### src/rtl/mccoy_prog_feeder.sv
// mccoy_prog_feeder: a small program store that a host loads with 6-bit
// instruction words. After `start` it serves those words to a core, one
// registered fetch per cycle, indexed by the core's program counter.
//
// Optional feature: define MCCOY_FEEDER_BKPT_EN to add the bkpt_addr and
// bkpt_en ports. A breakpoint hit in RUN suppresses that fetch and moves
// the feeder to HALT. Without the macro, halted is tied low and HALT is
// never entered.
module mccoy_prog_feeder #(
  parameter int          DEPTH = 16,
  parameter logic [5:0]  FILL  = 6'b000000,
  localparam int         AW    = $clog2(DEPTH),
  localparam int         CW    = AW + 1
) (
  input  logic          clk,
  input  logic          reset,
  input  logic          load_valid,
  input  logic [5:0]    load_data,
  output logic          load_ready,
  input  logic          start,
  input  logic [5:0]    pc,
`ifdef MCCOY_FEEDER_BKPT_EN
  input  logic [5:0]    bkpt_addr,
  input  logic          bkpt_en,
`endif
  output logic [5:0]    instr,
  output logic          running,
  output logic [CW-1:0] count,
  output logic          halted
);

  typedef enum logic [1:0] {
    S_LOAD,
    S_RUN,
    S_HALT
  } state_t;

  state_t         state;
  state_t         state_next;
  logic [AW-1:0]  wp;
  logic [5:0]     mem [DEPTH];
  logic [5:0]     instr_next;
  logic           transfer;
  logic           bkpt_hit;
  logic           in_range;
  logic [7:0]     pc_wide;
  logic [7:0]     count_wide;

`ifdef MCCOY_FEEDER_BKPT_EN
  assign bkpt_hit = bkpt_en && (pc == bkpt_addr);
  assign halted   = (state == S_HALT);
`else
  assign bkpt_hit = 1'b0;
  assign halted   = 1'b0;
`endif

  assign running    = (state == S_RUN);
  assign load_ready = (state == S_LOAD) && (count < CW'(DEPTH));
  // A reset cycle never stores a word, even if a transfer is offered.
  assign transfer   = reset && load_valid && load_ready;

  // Only words below count are valid. Because count never exceeds DEPTH,
  // this one compare also rejects every pc >= DEPTH without wrapping.
  assign pc_wide    = {2'b00, pc};
  assign count_wide = 8'(count);
  assign in_range   = (pc_wide < count_wide);

  // Next-state and fetch selection.
  always_comb begin
    // NOTE: every variable gets a default before the case, so a missing
    // branch keeps its default value and cannot infer a latch.
    state_next = state;
    instr_next = FILL;
    case (state)
      S_LOAD: begin
        if (start) state_next = S_RUN;
      end
      S_RUN: begin
        if (bkpt_hit) begin
          state_next = S_HALT;
        end else if (in_range) begin
          instr_next = mem[pc[AW-1:0]];
        end
      end
      S_HALT: begin
        state_next = S_HALT;
      end
      default: state_next = S_LOAD;
    endcase
  end

  // State, write pointer, count and the registered instruction word.
  always_ff @(posedge clk) begin
    // NOTE: sequential state uses non-blocking assignments, so every
    // register samples the values from before the edge.
    if (!reset) begin
      state <= S_LOAD;
      wp    <= '0;
      count <= '0;
      instr <= FILL;
    end else begin
      state <= state_next;
      instr <= instr_next;
      if (transfer) begin
        wp    <= wp + 1'b1;
        count <= count + 1'b1;
      end
    end
  end

  // Program store write port.
  always_ff @(posedge clk) begin
    // NOTE: the store has no reset. Zeroing count hides the old words,
    // which lets the array map onto plain RAM.
    if (transfer) mem[wp] <= load_data;
  end

endmodule

### config.mk
export PLATFORM = sky130hd
export DESIGN_NAME = mccoy_prog_feeder
export DESIGN_NICKNAME = d
export VERILOG_FILES = /design/src/rtl/mccoy_prog_feeder.sv
export SDC_FILE = /design/constraint.sdc
export NUM_CORES = 1
export LEC_CHECK = 0
export ABC_AREA = 1
export CORE_MARGIN = 2
export CORE_UTILIZATION = 50
export CTS_CLUSTER_DIAMETER = 80
export DETAILED_ROUTE_END_ITERATION = 10
export GPL_TIMING_DRIVEN = 0
export PLACE_DENSITY = 0.65
export SLEW_MARGIN = 10
export SYNTH_ARGS = -nofsm -noshare
export SYNTH_HDL_FRONTEND = slang
export SYNTH_SLANG_ARGS = --single-unit
### constraint.sdc
create_clock -name clk -period 4.2 [get_ports clk]
set_clock_uncertainty 0.05 [all_clocks]
set_input_delay 0.84 -clock clk [delete_from_list [all_inputs] [get_ports clk]]
set_output_delay 0.84 -clock clk [all_outputs]
set_load 0.005 [all_outputs]
==> impl_metrics.env, run 1 <==
export IMPL_drt_iter0_markers=296
export IMPL_worstMarginPinSlew_ns=0.812
export IMPL_overflow=0
export IMPL_synth_cells=522
export IMPL_combPwrFrac_pct=6.0
export IMPL_synth_distinct_cells=19
export IMPL_h_tree_depth=4
export IMPL_hold_viol_final=0
export IMPL_relSlewSlack_pct=45.7
export IMPL_grt_use_met2_pct=36.1
export IMPL_cts_resized=0
export IMPL_layout_min_cycle_time_ns=2.58
export IMPL_cts_tree="yes"
export IMPL_cts_hold_buffers=0
export IMPL_synth_xor_area_share_pct=0
export IMPL_synthToLayoutAreaGrowth_pct=19.4
export IMPL_synth_top_family_by_area="simple AND/OR/NAND/NOR gates"
export IMPL_row_count=36
export IMPL_maxCapViolCount=0
export IMPL_synth_fp_nets=547
export IMPL_drive_above_1_share_pct=8.25
export IMPL_root_buffer="clkbuf_8"
export IMPL_grt_busiest_layer="met2"
export IMPL_antenna_found_initial=0
export IMPL_ant_nets=0
export IMPL_cp_end_kind="register"
export IMPL_rsz0062_at_grt="no"
export IMPL_hold_start="state[1]"
export IMPL_die_w_um=104
export IMPL_power_leakage_nw=2.56
export IMPL_crit_reg2reg_launch="state[1]"
export IMPL_synthAdderAreaFrac_pct=2.25
export IMPL_arrival_ns=2.68
export IMPL_yosys_area_top_type="edfxtp_1"
export IMPL_p_per_area_nw_per_um2=442
export IMPL_grt_start_max_net_pins=17
export IMPL_layout_commonest_cell="nand2_1"
export IMPL_grt_usage_pct=22.2
export IMPL_routed_wl_um=11300
export IMPL_setup_viol=0
export IMPL_swShare_pct=22.4
export IMPL_cp_max_fo=9
export IMPL_synth_compound_area_share_pct=2.00
export IMPL_maxSlewViolCount=0
export IMPL_path_clk_slew_ns=0.05
export IMPL_yosys_area_share_simple_pct=21.2
export IMPL_post_place_ws_ns=1.10
export IMPL_post_cts_setup_buffers=0
export IMPL_fillerInstances=827
export IMPL_clockPowerShare_pct=47.2
export IMPL_setup_slack_ns=1.62
export IMPL_seqPwrFrac_pct=46.7
export IMPL_die_h_um=104
export IMPL_tns_ns=0
export IMPL_period_share_pct=61.4
export IMPL_cts_sinks=113
export IMPL_syn_avg_cell_area_um2=9.59
export IMPL_required_ns=4.31
export IMPL_viasPerCell=5.00
export IMPL_cts_inserted_buffers=17
export IMPL_syn_area_um2=5000
export IMPL_hpwl_um=7530
export IMPL_fmax_mhz=388
export IMPL_start_kind="input pin"
export IMPL_ys_ff_latch=113
export IMPL_muxShareOfSynthArea_pct=0
export IMPL_start_util_pct=51.4
export IMPL_startpoint="reset"
export IMPL_critical_path_class="in2reg"
export IMPL_grtUsageMet1_pct=28.4
export IMPL_hold_class="reg2reg"
export IMPL_clk_path_buf_depth=2
export IMPL_port_buffers=28
export IMPL_gp_congestion=0.885
export IMPL_ios=30
export IMPL_synthTopCellsByArea="edfxtp_1 (58%), nand2_1 (11%), inv_1 (7.7%), nand3_1 (7.0%), dfxtp_1 (6.8%)"
export IMPL_grt_pass1_vias=3479
export IMPL_grt_pass1_wl_um=18000
export IMPL_dieArea_um2=10800
export IMPL_routedWlPerCell_um=15.9
export IMPL_use_met3_pct=5.45
export IMPL_vdd_drop_max_v=0.000241
export IMPL_ys_seq_area_share_pct=64.4
export IMPL_post_route_drc_count=0
export IMPL_drtPass1Iterations=5
export IMPL_num_antenna_cells=0
export IMPL_p_int_mw=2.05
export IMPL_final_cell_mix="nand2_1 (144), inv_1 (102), edfxtp_1 (96)"
export IMPL_synth_warnings=0
export IMPL_clock_latency_ns=0.52
export IMPL_coreArea_um2=9730
export IMPL_p_switching_mw=0.591
export IMPL_synth_top_area_share_pct=57.6
export IMPL_run_status="finished clean"
export IMPL_vias=3574
export IMPL_fin_nets=594
-- final cells by class --
cell class	count	area (µm²)	area share (%)
Clock buffer	21	460	7.71
Clock inverter	11	62.6	1.05
Sequential cell	113	3220	54.0
Inverter	104	390	6.54
Tap cell	133	166	2.79
Buffer	20	115	1.93
Multi-Input combinational cell	285	1270	21.3
Timing Repair Buffer	28	280	4.69
-- power groups by stage --
stage / sequential (mW) / combinational (mW) / clock [mW]
2_1_floorplan: 1.25 / 0.0858 / 0
3_3_place_gp: 1.25 / 0.155 / 0
3_5_place_dp: 1.26 / 0.157 / 0
4_1_cts: 1.23 / 0.159 / 1.25
5_1_grt: 1.23 / 0.177 / 1.31
6_report: 1.23 / 0.159 / 1.25
-- cells in the mapped netlist (all sizes together) --
cell	number
nand2	144
inv	104
edfxtp	96
nand3	70
nor2	33
dfxtp	17
buf	16
a21oi	14
ha	9
nor3	7
o21ai	6
clkbuf	4
conb	1
nand4	1
-- path summary, 6_finish.rpt --
kind	depth (start not counted)	slack (ns)	to
min reg2reg	1	0.40	state[0]
min	1	0.40	state[0]
max	5	1.62	mem[6][5]
max reg2reg	5	2.12	mem[6][5]
-- through the flow --
step | hold slack, ns | cells | util (%) | area, µm² | total power [mW]
floorplan | 0.373 | 522 | - | 5000 | 1.34
global placement | 0.386 | 683 | 56.0 | 5450 | 1.41
detailed placement | 0.396 | 683 | 56.0 | 5450 | 1.41
CTS | 0.400 | 715 | 61.4 | 5970 | 2.64
global route | 0.421 | 715 | 61.4 | 5970 | 2.72
finish | 0.399 | 715 | 61.4 | 5970 | 2.64
-- flip-flops by register name, summed over array words and instances, names as in the netlist --
signal	count
mem	96
count	5
state	2
wp	4
instr	6
-- cells by family (layout without fill, tap and decap cells) --
group,count (synthesis),after routing
buffers and inverters,124,184
AND/OR/NAND/NOR,255,255
adder cells (fa/ha/maj),9,9
flip-flops,113,113
AO/OA/AOI/OAI,20,20
other,1,1
-- routing by layer --
| layer | vias up | wire length [µm] |
|---|---|---|
| met4 | 0 | 267 |
| met1 | 1649 | 4940 |
| met3 | 24 | 770 |
| met5 | - | 0 |
| met2 | 150 | 5370 |
| li1 | 1751 | - |
-- critical path, cell delays in order --
cell and delay (ns):
clkdlybuf4s50_1 0.59, inv_2 0.13, nor2_2 0.34, nand2_1 0.23, nor2_1 0.54
Power figures use the tool's default switching activity.
==> inputs of run 2 (changes only) <==
Clock period 4.2 ns to 2.4 ns, I/O delays scaled along.
==> run 2 against run 1 <==
  * First-iteration DRC count fell by 3.7%
  * Combinational power rose by 75%
  * Critical path depth did not move
  * Global-route usage did not move
  * Total power rose by 75%
  * Cell count did not move
  * Sequential share of layout area barely moved
  * Wire length fell by 0.71%
  * Clock power rose by 74%
  * Hold slack barely moved
  * Design area barely moved
  * Core utilization barely moved
  * Critical endpoint is now mem[6][2]
  * Largest power group unchanged
==> impl_metrics.env, run 2 (synthesized netlist as in run 1, its figures left out) <==
export IMPL_grt_pass1_wl_um=18000
export IMPL_dieArea_um2=10800
export IMPL_finish_utilization_pct=61.4
export IMPL_clock_latency_ns=0.52
export IMPL_hold_viol_final=0
export IMPL_power_total_mw=4.61
export IMPL_cts_hold_buffers=0
export IMPL_hold_class="reg2reg"
export IMPL_placed_cells=683
export IMPL_period_share_pct=93.9
export IMPL_vdd_drop_max_v=0.000424
export IMPL_maxSlewViolCount=0
export IMPL_critical_path_class="in2reg"
export IMPL_row_count=36
export IMPL_grt_usage_pct=22.2
export IMPL_postPlaceCellArea_um2=5450
export IMPL_drive_above_1_share_pct=8.42
export IMPL_cts_tree="yes"
export IMPL_stdcell_count=715
export IMPL_largestRegisters="mem (96), instr (6), count (5)"
export IMPL_viasPerCell=5.05
export IMPL_h_tree_depth=4
export IMPL_relSlewSlack_pct=47.2
export IMPL_path_clk_slew_ns=0.05
export IMPL_routed_wl_um=11300
export IMPL_maxCapViolCount=0
export IMPL_p_per_area_nw_per_um2=772
export IMPL_final_area_um2=5980
export IMPL_ant_nets=0
export IMPL_antenna_found_initial=0
export IMPL_arrival_ns=2.36
export IMPL_hpwl_um=7530
export IMPL_cts_sinks=113
export IMPL_largest_register="mem"
export IMPL_final_cell_mix="nand2_1 (144), inv_1 (102), edfxtp_1 (96)"
export IMPL_drt_iter0_markers=285
export IMPL_grt_start_max_net_pins=17
export IMPL_holdWs_ns=0.399
export IMPL_routedWlPerCell_um=15.8
export IMPL_die_h_um=104
export IMPL_die_w_um=104
export IMPL_worstMarginPinSlew_ns=0.790
export IMPL_layout_commonest_cell="nand2_1"
export IMPL_synthToLayoutAreaGrowth_pct=19.4
export IMPL_clk_path_buf_depth=2
export IMPL_port_buffers=28
export IMPL_drtPass1Iterations=5
export IMPL_cp_end_kind="register"
export IMPL_cp_max_fo=9
export IMPL_vias=3610
export IMPL_fillerInstances=827
export IMPL_setup_slack_ns=0.147
export IMPL_required_ns=2.50
export IMPL_start_kind="input pin"
export IMPL_num_antenna_cells=0
export IMPL_tns_ns=0
export IMPL_start_util_pct=51.4
export IMPL_largest_reg_flops=96
export IMPL_grt_pass1_vias=3479
export IMPL_layout_min_cycle_time_ns=2.25
export IMPL_run_status="finished clean"
export IMPL_power_leakage_nw=2.56
export IMPL_gp_congestion=0.885
export IMPL_overflow=0
export IMPL_setup_viol=0
export IMPL_post_route_drc_count=0
export IMPL_r2r_slack_ns=0.30
export IMPL_coreArea_um2=9730
export IMPL_root_buffer="clkbuf_8"
export IMPL_fin_nets=594
export IMPL_fmax_mhz=444
export IMPL_cts_inserted_buffers=17
export IMPL_post_place_ws_ns=-0.340
export IMPL_ios=30
run 2: cell counts in the layout (fill, tap and decap cells not counted):
No cell type changed its count.
run 2: timing repair:
item	4_1_cts	5_1_grt
setup endpoints to repair	0	6
resized for setup	0	1
buffers inserted	0	0
endpoints found under the hold margin	0	0
run 2: final timing paths:
| check | endpoint | startpoint | cells past startpoint |
|---|---|---|---|
| max reg2reg | mem[6][2] | state[1] | 5 |
| max | mem[6][2] | reset | 5 |
| min | state[0] | state[1] | 1 |
| min reg2reg | state[0] | state[1] | 1 |
run 2: routing by layer:
layer | vias up | GRT usage [%] | wire, µm
met5 | - | 0 | 0
met3 | 17 | 5.45 | 739
li1 | 1751 | - | -
met4 | 0 | 10.0 | 209
met2 | 146 | 36.1 | 5440
met1 | 1696 | 28.4 | 4870
run 2: critical path, cell delays in order:
cell and delay, ns:
clkdlybuf4s50_1 0.60, inv_2 0.13, nor2_2 0.35, nand2_1 0.24
nor2_1 0.56
run 2: layout make-up:
class / instances / area [µm²] / area share (%)
flip-flops and latches: 113 / 3220 / 53.9
repair buffers: 28 / 280 / 4.69
clock inverters: 11 / 62.6 / 1.05
plain buffers: 20 / 115 / 1.93
multi-input cells: 285 / 1280 / 21.4
inverters: 104 / 390 / 6.53
well taps: 133 / 166 / 2.78
clock buffers: 21 / 460 / 7.71
run 2: power breakdown:
part	leakage, nW	switching [mW]	total [mW]	internal [mW]
registers	1.00	0.00962	2.16	2.15
logic	1.30	0.180	0.278	0.0979
clock network	0.258	0.841	2.18	1.34
total	2.56	1.03	4.61	3.58
==> inputs of run 3 (changes only) <==
Settings changed: CORE_ASPECT_RATIO set to 1.25, GPL_TIMING_DRIVEN 0 to 1, RECOVER_POWER set to 50.
==> run 3 against run 2 <==
  * Sequential share of layout area down 1.9 points
  * Core utilization increased by 2.6 points
  * First-iteration DRC count grew 15%
  * Critical path type unchanged
  * Critical endpoint is now mem[14][0]
  * Largest cell class unchanged
  * Largest power group unchanged
==> impl_metrics.env, run 3 (synthesized netlist as in run 1, its figures left out) <==
export IMPL_run_status="finished clean"
export IMPL_hold_class="reg2reg"
export IMPL_register_area_um2=3220
export IMPL_path_clk_slew_ns=0.05
export IMPL_arrival_ns=2.09
export IMPL_drt_iter0_markers=327
export IMPL_setup_viol=0
export IMPL_viasPerCell=5.04
export IMPL_cts_sinks=113
export IMPL_final_cell_mix="nand2_1 (144), inv_1 (103), edfxtp_1 (96)"
export IMPL_cts_hold_buffers=0
export IMPL_cp_end_kind="register"
export IMPL_synthToLayoutAreaGrowth_pct=23.7
export IMPL_largest_register="mem"
export IMPL_post_cts_setup_buffers=0
export IMPL_worstMarginPinSlew_ns=0.963
export IMPL_num_antenna_cells=0
export IMPL_grt_start_max_net_pins=49
export IMPL_vdd_drop_max_v=0.000618
export IMPL_antenna_found_initial=0
export IMPL_finish_utilization_pct=64.1
export IMPL_maxCapViolCount=0
export IMPL_postPlaceCellArea_um2=5580
export IMPL_hpwl_um=7500
export IMPL_fmax_mhz=494
export IMPL_placed_cells=688
export IMPL_ant_nets=0
export IMPL_grt_pass1_wl_um=18200
export IMPL_port_buffers=28
export IMPL_row_count=40
export IMPL_rsz0062_at_grt="no"
export IMPL_gp_congestion=0.824
export IMPL_die_w_um=93.5
export IMPL_critical_path_class="in2reg"
export IMPL_post_route_drc_count=0
export IMPL_routed_wl_um=11400
export IMPL_multiInputGateArea_um2=1270
export IMPL_clk_path_buf_depth=2
export IMPL_relSlewSlack_pct=35.8
export IMPL_dieArea_um2=10800
export IMPL_fillerInstances=792
export IMPL_hold_viol_final=0
export IMPL_clock_latency_ns=0.40
export IMPL_largestRegisters="mem (96), instr (6), count (5)"
export IMPL_start_kind="input pin"
export IMPL_tns_ns=0
export IMPL_cts_tree="yes"
export IMPL_layout_commonest_cell="nand2_1"
export IMPL_coreArea_um2=9660
export IMPL_vias=3628
export IMPL_holdWs_ns=0.416
export IMPL_cts_inserted_buffers=17
export IMPL_period_share_pct=84.3
export IMPL_ios=30
export IMPL_grt_usage_pct=22.9
export IMPL_root_buffer="clkbuf_16"
export IMPL_routedWlPerCell_um=15.9
export IMPL_fin_nets=606
export IMPL_grt_pass1_vias=3686
export IMPL_p_per_area_nw_per_um2=836
export IMPL_drive_above_1_share_pct=8.75
export IMPL_start_util_pct=51.8
export IMPL_die_h_um=116
export IMPL_largest_reg_flops=96
export IMPL_drtPass1Iterations=5
export IMPL_cp_max_fo=6
export IMPL_final_area_um2=6190
export IMPL_cts_resized=0
export IMPL_stdcell_count=720
export IMPL_layout_min_cycle_time_ns=2.02
export IMPL_overflow=0
export IMPL_h_tree_depth=4
export IMPL_power_leakage_nw=2.70
export IMPL_required_ns=2.47
export IMPL_maxSlewViolCount=0
[run 3: through the flow]
stage               power, mW  setup WS, ns
floorplan                2.35         0.745
global placement         2.47         0.170
detailed placement       2.48         0.156
CTS                      5.21         0.380
global route             5.32         0.258
finish                   5.17         0.376
[run 3: path summary, 6_finish.rpt]
path / startpoint / to / slack, ns / cells after the start
min reg2reg: state[1] / state[0] / 0.42 / 1
max: reset / mem[14][0] / 0.38 / 6
max reg2reg: state[1] / mem[14][0] / 0.59 / 6
min: state[1] / state[0] / 0.42 / 1
[run 3: critical path: stages]
cell,delay [ns]
dlygate4sd3_1,0.64
inv_1,0.08
nor2_1,0.30
nand2_1,0.26
nor2_1,0.17
buf_4,0.17
[run 3: report_power, final]
group | total [mW] | leakage (nW) | switching, mW | internal (mW)
Clock | 2.74 | 0.320 | 0.824 | 1.92
Sequential | 2.16 | 1.00 | 0.00986 | 2.15
Combinational | 0.272 | 1.38 | 0.177 | 0.0958
[run 3: metal layers]
metal  up-vias  wire, µm  global-route usage [%]
li1       1778         -                       -
met4         0       233                    10.2
met1      1697      4760                    27.2
met2       130      5900                    39.4
met3        23       522                    5.66
met5         -         0                       0
[run 3: final cells by class]
type / count / area share (%)
inverters: 104 / 6.31
clock buffers: 17 / 6.87
well taps: 126 / 2.55
multi-input cells: 285 / 20.6
flip-flops and latches: 113 / 52.1
clock inverters: 15 / 3.56
repair buffers: 60 / 8.07
